$ cat src/rtl/shift_pack_ctrl.sv
// Stream packer: shifts WIDTH-bit words into an NUM-word group (newest word in slot 0)
// and hands the group off over valid/ready. Optional partial-group flush: SHIFT_PACK_FLUSH_EN.
module shift_pack_ctrl #(
   parameter int NUM   = 4,
   parameter int WIDTH = 16,
   localparam int CW   = $clog2(NUM + 1)
) (
   input  logic                   clk,
   input  logic                   rst_n,
   input  logic                   in_valid,
   output logic                   in_ready,
   input  logic [WIDTH-1:0]       in_data,
`ifdef SHIFT_PACK_FLUSH_EN
   input  logic                   flush,
`endif
   output logic                   out_valid,
   input  logic                   out_ready,
   output logic [WIDTH*NUM-1:0]   out_data,
   output logic [CW-1:0]          out_count,
   output logic                   busy
);

   typedef enum logic {FILL = 1'b0, FULL = 1'b1} state_t;

   localparam logic [CW-1:0] NUM_C = CW'(NUM);
   localparam logic [CW-1:0] ONE_C = CW'(1);

   state_t                 state, state_nxt;
   logic [WIDTH*NUM-1:0]   buff, buff_nxt, in_ext;
   logic [CW-1:0]          cnt, cnt_nxt, cnt_inc, fill_cnt, out_count_nxt;
   logic                   accept, group_done, flush_req;

   assign accept     = in_valid & in_ready;
   assign cnt_inc    = cnt + ONE_C;
   assign fill_cnt   = accept ? cnt_inc : cnt;
   assign group_done = accept && (cnt_inc == NUM_C);

   // A flush only closes a group that holds at least one word, counting this cycle's accept.
`ifdef SHIFT_PACK_FLUSH_EN
   assign flush_req = flush & (fill_cnt != '0);
`else
   assign flush_req = 1'b0;
`endif

   always_comb begin
      in_ext             = '0;
      in_ext[WIDTH-1:0]  = in_data;
   end

   always_ff @(posedge clk or negedge rst_n) begin
      if (!rst_n) state <= FILL;
      else        state <= state_nxt;
   end

   always_comb begin
      state_nxt = state;
      if (state == FILL) begin
         if (group_done || flush_req) state_nxt = FULL;
      end else begin
         // With NUM==1 a word taken during hand-off is itself a complete group.
         if (out_ready && !(accept && NUM == 1)) state_nxt = FILL;
      end
   end

   always_comb begin
      in_ready = 1'b0;
      if (rst_n) in_ready = (state == FILL) ? 1'b1 : out_ready;
   end

   always_comb begin
      buff_nxt      = buff;
      cnt_nxt       = cnt;
      out_count_nxt = out_count;
      if (state == FILL) begin
         if (accept) buff_nxt = (buff << WIDTH) | in_ext;
         if (group_done) begin
            cnt_nxt       = '0;
            out_count_nxt = NUM_C;
         end else if (flush_req) begin
            cnt_nxt       = '0;
            out_count_nxt = fill_cnt;
         end else begin
            cnt_nxt = fill_cnt;
         end
      end else if (out_ready) begin
         // Hand-off clears stale slots so a following partial group reads zero above its words.
         buff_nxt = accept ? in_ext : '0;
         cnt_nxt  = (accept && NUM != 1) ? ONE_C : '0;
      end
   end

   always_ff @(posedge clk or negedge rst_n) begin
      if (!rst_n) begin
         buff      <= '0;
         cnt       <= '0;
         out_count <= '0;
      end else begin
         buff      <= buff_nxt;
         cnt       <= cnt_nxt;
         out_count <= out_count_nxt;
      end
   end

   assign out_valid = (state == FULL);
   assign out_data  = buff;
   assign busy      = (cnt != '0) | out_valid;

endmodule

$ cat config.mk
export PLATFORM = sky130hd
export DESIGN_NAME = shift_pack_ctrl
export DESIGN_NICKNAME = d
export VERILOG_FILES = /design/src/rtl/shift_pack_ctrl.sv
export SDC_FILE = /design/constraint.sdc
export NUM_CORES = 1
export LEC_CHECK = 0
export BUFFER_PORTS_ARGS = -buffer_cell sky130_fd_sc_hd__buf_2
export CORE_MARGIN = 2
export CORE_UTILIZATION = 53
export DETAILED_ROUTE_END_ITERATION = 6
export PLACE_DENSITY = 0.84
export SLEW_MARGIN = 5
export SYNTH_ARGS = -nofsm -noshare
export SYNTH_HDL_FRONTEND = slang
export SYNTH_SLANG_ARGS = --single-unit
$ cat constraint.sdc
create_clock -name clk -period 2.9 [get_ports clk]
set_clock_uncertainty 0.2 [all_clocks]
set_input_delay 0 -clock clk [delete_from_list [all_inputs] [get_ports clk]]
set_output_delay 0 -clock clk [all_outputs]
set_load 0.05 [all_outputs]
## Word level (Yosys, flattened, before mapping)

Index checks and enable logic that the tools add are counted.

| word-level totals | value |
|---|---|
| bits of input ports | 20 |
| word-level logic and storage cells | 32 |
| bits in registers | 69 |

| cells by class | value |
|---|---|
| reductions and logical operators | 7 |
| add/subtract/negate cells | 1 |
| muxes and demuxes | 14 |
| eq/ne operators | 2 |
| bitwise logic cells | 4 |

Operator list:

| cell | number |
|---|---|
| $mux 64 | 3 |
| $or 64x16->64 | 1 |
| $mux 16 | 1 |
| $mux 3 | 4 |
| $mux 1 | 6 |
| $reduce_and 2->1 | 3 |
| $reduce_bool 3->1 | 2 |
| $add 3x1->3 const B | 1 |
| $eq 3x3->1 const B | 1 |
| $ne 2x2->1 const B | 1 |
| $reduce_bool 2->1 | 1 |
| $and 1x1->1 | 1 |
| $logic_and 1x1->1 | 1 |
| $not 1->1 | 1 |
| $or 1x1->1 | 1 |

## Depth between registers and ports, before layout

Gate-level depths: netlist of run 1.

| logic depth | value |
|---|---|
| word-level depth | 6 |
| depth in mapped cells | 6 |
| mapped depth without buffers | 4 |

## Least setup slack after synthesis of run 1

OpenSTA, ideal clock, no wires.

| timing path | value |
|---|---|
| kind | flip-flop to flip-flop |
| start | reg state (netlist: out_valid) |
| end | reg buff[16] (netlist: out_data[16]) |
| setup slack | 934 ps |
| cell stages (with the launch flop) | 7 |
| data arrival time | 1699 ps |
| path buffers | 3 |
| data required time | 2633 ps |
| cell sequence | dfrtp_1 buf_4 and3b_1 buf_6 a21oi_4 buf_6 a22o_1 |

| between the ends | value |
|---|---|
| longest elaborated chain between the ends | 5 |

Ends and longest elaborated chain:

| what | RTL line | source |
|---|---|---|
| start: declaration | 28 | `state_t state, state_nxt;` |
| start signal: assignment | 52 | `else state <= state_nxt;` |
| $mux 1 (2 in series) | 67 | `if (rst_n) in_ready = (state == FILL) ? 1'b1 : out_ready;` |
| $and 1x1->1 | 33 | `assign accept = in_valid & in_ready;` |
| $reduce_bool 2->1 (no source line) | n/a |  |
| $reduce_and 2->1 (no source line) | n/a |  |
| end signal: assignment | 98 | `buff <= buff_nxt;` |
| end: declaration | 29 | `logic [WIDTH*NUM-1:0] buff, buff_nxt, in_ext;` |

Parallel ways exist; a longest one is shown, timed or not.
A chain may end at the register's enable or synchronous reset.

## Worst setup path in the final report of run 1

| timing path | value |
|---|---|
| start | reg state (netlist: out_valid) |
| end | reg buff[0] (netlist: out_data[0]) |

| between the ends | value |
|---|---|
| longest elaborated chain between the ends | 6 |

Ends and longest elaborated chain:

| what | RTL line | source |
|---|---|---|
| $mux 1 (2 in series) | 67 |  |
| $and 1x1->1 | 33 |  |
| $mux 16 | 87 | `buff_nxt = accept ? in_ext : '0;` |
| $mux 64 | 85 | `end else if (out_ready) begin` |
| $mux 64 | 74 | `if (state == FILL) begin` |

Parallel ways exist; a longest one is shown, timed or not. The select of a mux whose other input is x is not followed.

==> results of run 1 <==
final timing paths:
| path | startpoint | end | slack [ns] | depth (start not counted) |
|---|---|---|---|---|
| hold reg to reg | out_count[2] | out_count[2] | 0.27 | 1 |
| max in group asynchronous | rst_n | out_data[2] | 1.64 | 3 |
| min in group asynchronous | rst_n | out_data[10] | 0.33 | 3 |
| setup reg to reg | out_valid | out_data[0] | 0.94 | 4 |
| hold / removal | in_data[7] | out_data[7] | 0.23 | 3 |
| setup / recovery | out_valid | out_data[0] | 0.94 | 4 |
layout make-up:
cell class / count / area (um^2)
sequential: 69 / 1730
fill: 342 / 1280
multi-input combinational: 90 / 742
timing repair buffer: 110 / 658
clock buffer: 10 / 138
clock inverter: 6 / 86.3
tap: 67 / 83.8
inverter: 3 / 11.3
report_power, final:
part	internal (mW)	total [mW]	switching, mW
clock network	0.506	0.854	0.348
registers	1.26	1.51	0.243
logic	0.467	1.82	1.35
total	2.24	4.18	1.94
metal layers:
| layer | GRT usage (%) | share of wire, % | vias to the layer above |
|---|---|---|---|
| met5 | 0 | 0 | - |
| met4 | 10.5 | 0.94 | 0 |
| met3 | 4.20 | 5.0 | 5 |
| met2 | 31.9 | 48 | 82 |
| met1 | 33.7 | 46 | 935 |
| li1 | - | - | 886 |
synth_stat cells (all sizes together):
cell      n
a21o      2
a21oi     2
a22o     64
a2bb2oi   1
and3b     1
buf      12
clkbuf    4
conb      1
dfrtp    69
ha        3
inv       3
nand2     4
nand2b    1
nand3b    1
nor2      2
nor2b     4
nor4      1
o21ai     1
o22ai     1
cells by family after synthesis:
group           after synthesis  synth area share [%]
compound gates               71                  23.7
fa+ha+maj                     3                  1.44
buf+inv                      19                  5.38
flops                        69                  66.3
other cells                   1                 0.144
simple gates                 14                  3.03
metrics by stage:
stage / area (um^2) / power, mW / hold slack, ns / setup WS, ns / utilization, %
finish: 3450 / 4.18 / 0.230 / 0.943 / 73.0
detailed placement: 3020 / 3.32 / -0.348 / 0.995 / 64.0
global placement: 3020 / 3.28 / -0.352 / 1.06 / 64.0
floorplan: 2610 / 2.89 / -0.496 / 0.934 / -
global route: 3450 / 4.37 / 0.228 / 0.848 / 73.0
CTS: 3450 / 4.20 / 0.207 / 0.969 / 73.0
layout by cell type, fill, tap and decap left out, drive strengths merged, types with 2 or more instances in the layout:
cell and instances:
buf 90, a21oi 2, inv 3, a21o 2, bufinv 2, nor2 2, nor2b 4, conb 2
a22o 64, nand2 4, clkinv 3, dfrtp 69, clkbuf 10, ha 3, dlygate4sd3 20
sequential cells by signal, summed over array words and instances, names as in the netlist:
signal	count
out_data	64
out_valid	1
out_count	1
cnt	3
worst reg2reg max path, cell delays in order (launching register included):
cell     delay, ns
dfrtp_1       0.51
and3b_2       0.28
a21oi_4       0.11
buf_4         0.52
a22o_1        0.28
==> metrics.txt, run 1 <==
Initial Utilization=55.1%; CTS tree=yes; Setup Fix Bufs, Post-CTS=0; max-cap violations=0; CTS Sinks=69; worst-path cell chain=and3b_2, a21oi_4, buf_4, a22o_1; gr usage total=22.5%; initial antenna violation count=0; Cell Pwr Density=1210 nW/um^2; die area=5490 um^2; Non-Filler Instances=355; largest net degree at the start of global routing=67; critical path arrival=2.02 ns; die height=74.1 um; Residual DRC=0; gr ovfl total=0; hold bufs inserted after CTS=20; Initial DRC Count=156; critical path buffer and inverter count=1; fraction of layout cells with a size suffix above 1=37.8%; DRT Pass-1 Iters=6; status=complete, no violations; setup_tns=0 ns; max incr delay on CP=0.52 ns; Post-Syn Instances=177; Rows=25; crit path max-delay cell type=buf_4; first-pass GRT wire length=8990 um; Reg clk slew, reported paths=0.07 ns; crit start category=flop; kind of critical path=reg -> reg; Final nets=306; RSZ-0062 raised after global routing=no; Critical Path RT=2.96 ns; routed wire length=5870 um; core area=4720 um^2; Worst setup EP type=flop; H-tree levels=3; Peak Freq=0.511 GHz; DR vias=1908; area leader, netlist=dfrtp_1; PostCTS Resize Cnt=0; peak supply drop=520 uV; crit path time final=1.96 ns; vias in the first global route=1710; final slew viol count=0; synth warn=0; clock root buffer=clkbuf_8; synthesized area=2600 um^2; top cells by area, synth=dfrtp_1 (66%), a22o_1 (22%), buf_6 (3.0%); post-route ant nets=0; register area share after synthesis=66.3%; io pins=90; final hold violations=0; worst skew pair latency=0.33 ns; DR vias/cell=5.37; CTS max path bufs=2; Num CTS Buffers=9; drt wl/cell=16.5 um; synthesized flop and latch total=69; placed insts=319; Max-slew headroom=46.9%; Distinct cells, synth=23; DIE WIDTH=74.1 um; PortBufs=87; # diodes=0; Final setup viols=0; Post-DP HPWL=3700 um; Final period util=67.5%; leakage power=1.86 nW; Avg Cell Area, Syn=14.7 um^2; Max Fanout on Critical Path=64; final RePlAce weighted congestion=0.772; Area Growth Syn to Fin=32.3%; Slew @ Worst Pin=0.796 ns; HP Class=in -> reg; Yosys top cell area share=66.3%; delay-heaviest family, CP=buffers and inverters
Power figures use the tool's default switching activity.
==> run 2, diff against run 1 <==
- ABC_AREA: unset -> 1
- CORE_UTILIZATION: 53 -> 51
- PLACE_DENSITY: 0.84 -> 0.8
- clock period: 2.9 -> 1.8 ns (I/O delays scaled with it)
==> metrics.txt, run 2 <==
Max Fanout on Critical Path=50 (was 64); ys flop type=dfrtp_1 (unchanged); top cells by area, synth=dfrtp_1 (59%), nand3_1 (9.3%), inv_1 (7.2%) (was dfrtp_1 (66%), a22o_1 (22%), buf_6 (3.0%)); critical path arrival=1.69 ns (was 2.02 ns); DR vias/cell=5.00 (was 5.37); gr usage total=22.2% (was 22.5%); Initial Utilization=52.7% (was 55.1%); synthesized area=2900 um^2 (was 2600 um^2); largest net degree at the start of global routing=51 (was 67); vias in the first global route=2274 (was 1710); PortBufs=87 (unchanged); routed wire length=6490 um (was 5870 um); max-cap violations=0 (unchanged); final slew viol count=0 (unchanged); DR vias=2409 (was 1908); H-tree levels=3 (unchanged); # diodes=0 (unchanged); CTS max path bufs=2 (unchanged); placed insts=447 (was 319); commonest non-fill, non-tap cell in the layout=buf_2 (unchanged); final RePlAce weighted congestion=0.900 (was 0.772); DRT Pass-1 Iters=4 (was 6); PostCTS Resize Cnt=0 (unchanged); Async S/R FF share, synth=100% (unchanged); crit path time final=1.65 ns (was 1.96 ns); max FFs per register=64 (unchanged); kind of critical path=reg -> reg (unchanged); setup_tns=0 ns (unchanged); Yosys top cell area share=59.5% (was 66.3%); drt wl/cell=13.5 um (was 16.5 um); Worst setup EP type=flop (unchanged); most frequent cells in the layout=buf_2 (86), dfrtp_1 (69), inv_1 (56), nand3_1 (54), o21ai_0 (37) (was buf_2 (87), dfrtp_1 (69), a22o_1 (64), dlygate4sd3_1 (20), clkbuf_8 (10)); Post-Syn Instances=300 (was 177); synth warn=0 (unchanged); synthesized flop and latch total=69 (unchanged); Rows=27 (was 25); Setup Fix Bufs, Post-CTS=0 (unchanged); Cell Pwr Density=1710 nW/um^2 (was 1210 nW/um^2); gr ovfl total=0 (unchanged); peak supply drop=836 uV (was 520 uV); Critical Path RT=1.84 ns (was 2.96 ns); Residual DRC=0 (unchanged); total power draw=6.42 mW (was 4.18 mW); die height=79.5 um (was 74.1 um); hold bufs inserted after CTS=20 (unchanged); fraction of layout cells with a size suffix above 1=32.0% (was 37.8%); post-route ant nets=0 (unchanged); Initial DRC Count=252 (was 156); leakage power=1.98 nW (was 1.86 nW); Post-synth top cells=dfrtp_1 (69), inv_1 (56), nand3_1 (54) (was dfrtp_1 (69), a22o_1 (64), buf_6 (7)); Reg clk slew, reported paths=0.07 ns (about the same); EDFF count, synth=0 (unchanged); Area Growth Syn to Fin=29.4% (was 32.3%); status=complete, no violations (unchanged); io pins=90 (unchanged); Worst R2R Path Depth=5 (was 4); area leader, netlist=dfrtp_1 (unchanged); RSZ-0062 raised after global routing=no (unchanged); worst skew pair latency=0.34 ns (was 0.33 ns); initial antenna violation count=0 (unchanged); Post-DP HPWL=4290 um (was 3700 um); Avg Cell Area, Syn=9.68 um^2 (was 14.7 um^2); final hold violations=0 (unchanged); CTS tree=yes (unchanged); DIE WIDTH=79.5 um (was 74.1 um); Peak Freq=0.606 GHz (was 0.511 GHz); die area=6310 um^2 (was 5490 um^2); register area share after synthesis=59.5% (was 66.3%); core area=5510 um^2 (was 4720 um^2); most frequent cell after synthesis=dfrtp_1 (unchanged); first-pass GRT wire length=10800 um (was 8990 um); Distinct cells, synth=18 (was 23); CTS Sinks=69 (unchanged); crit start category=flop (unchanged); Final period util=91.7% (was 67.5%); Num CTS Buffers=9 (unchanged); Final setup viols=0 (unchanged); HP Class=in -> async (was in -> reg); Non-Filler Instances=482 (was 355); Final nets=429 (was 306); clock root buffer=clkbuf_8 (unchanged)
## run 2: changes by cell type in the layout (fill, tap and decap cells not counted), moves of 3 or more
cell and delta:
o21ai_0 +36, nand3_1 +54, o21ai_1 +8, o21ai_2 +20
inv_1 +53, nand2_1 +18, nor2b_1 -4, nor2_1 +3
a22o_1 -64, nand2_2 +3, buf_4 +3
## run 2: worst paths after layout
| kind | from | endpoint | slack [ns] |
|---|---|---|---|
| max in group asynchronous | rst_n | out_count[2] | 0.73 |
| min | rst_n | out_data[26] | 0.08 |
| max reg2reg | out_valid | out_data[41] | 0.15 |
| min in group clk | in_data[1] | out_data[1] | 0.20 |
| min reg2reg | out_count[2] | out_count[2] | 0.28 |
| max | out_valid | out_data[41] | 0.15 |
## run 2: report_power, final
part	switching (mW)	leakage, nW	internal, mW	total (mW)
sequential	0.313	0.889	2.00	2.32
clock	0.548	0.0926	0.605	1.15
combinational	2.28	1.00	0.669	2.95
## run 2: kinds of logic (layout without fill, tap and decap cells)
family	count (synthesis)	count (layout)	synth area share [%]
DFF	69	69	59.5
AOI/OAI and AO/OA	65	65	13.8
buffers and inverters	76	185	11.3
and+or+nand+nor	86	86	14.0
other	1	2	0.129
adders and majority gates	3	3	1.29
## run 2: routing by layer
metal,GRT usage (%),vias to the layer above,share of wire [%]
met5,0,-,0
met4,10.5,0,2.6
met3,3.85,14,4.9
met2,34.2,70,49
met1,30.8,1146,44
li1,-,1179,-
## run 2: stage by stage
step / hold WS [ns] / utilization (%) / setup WS, ns / instance area, um^2
global placement: -0.369 / 61.4 / 0.265 / 3380
floorplan: -0.496 / - / 0.110 / 2910
finish: 0.0826 / 68.3 / 0.149 / 3760
CTS: 0.105 / 68.3 / 0.144 / 3760
global route: 0.133 / 68.3 / 0.00676 / 3760
detailed placement: -0.365 / 61.4 / 0.190 / 3380
## run 2: cell type report
class                           instances  area (um^2)
Tap cell                               72         90.1
Sequential cell                        69         1730
Multi-Input combinational cell        156          855
Inverter                               57          214
Clock inverter                          1         5.00
Fill cell                             444         1750
Timing Repair Buffer                  113          696
Clock buffer                           14          173
## run 2: worst max-delay path, cell delays in order, from the launching register on
cell and delay [ns]:
dfrtp_1 0.44, nand2_2 0.12, nand3_2 0.11, buf_4 0.43, nand3_1 0.13, o21ai_0 0.12
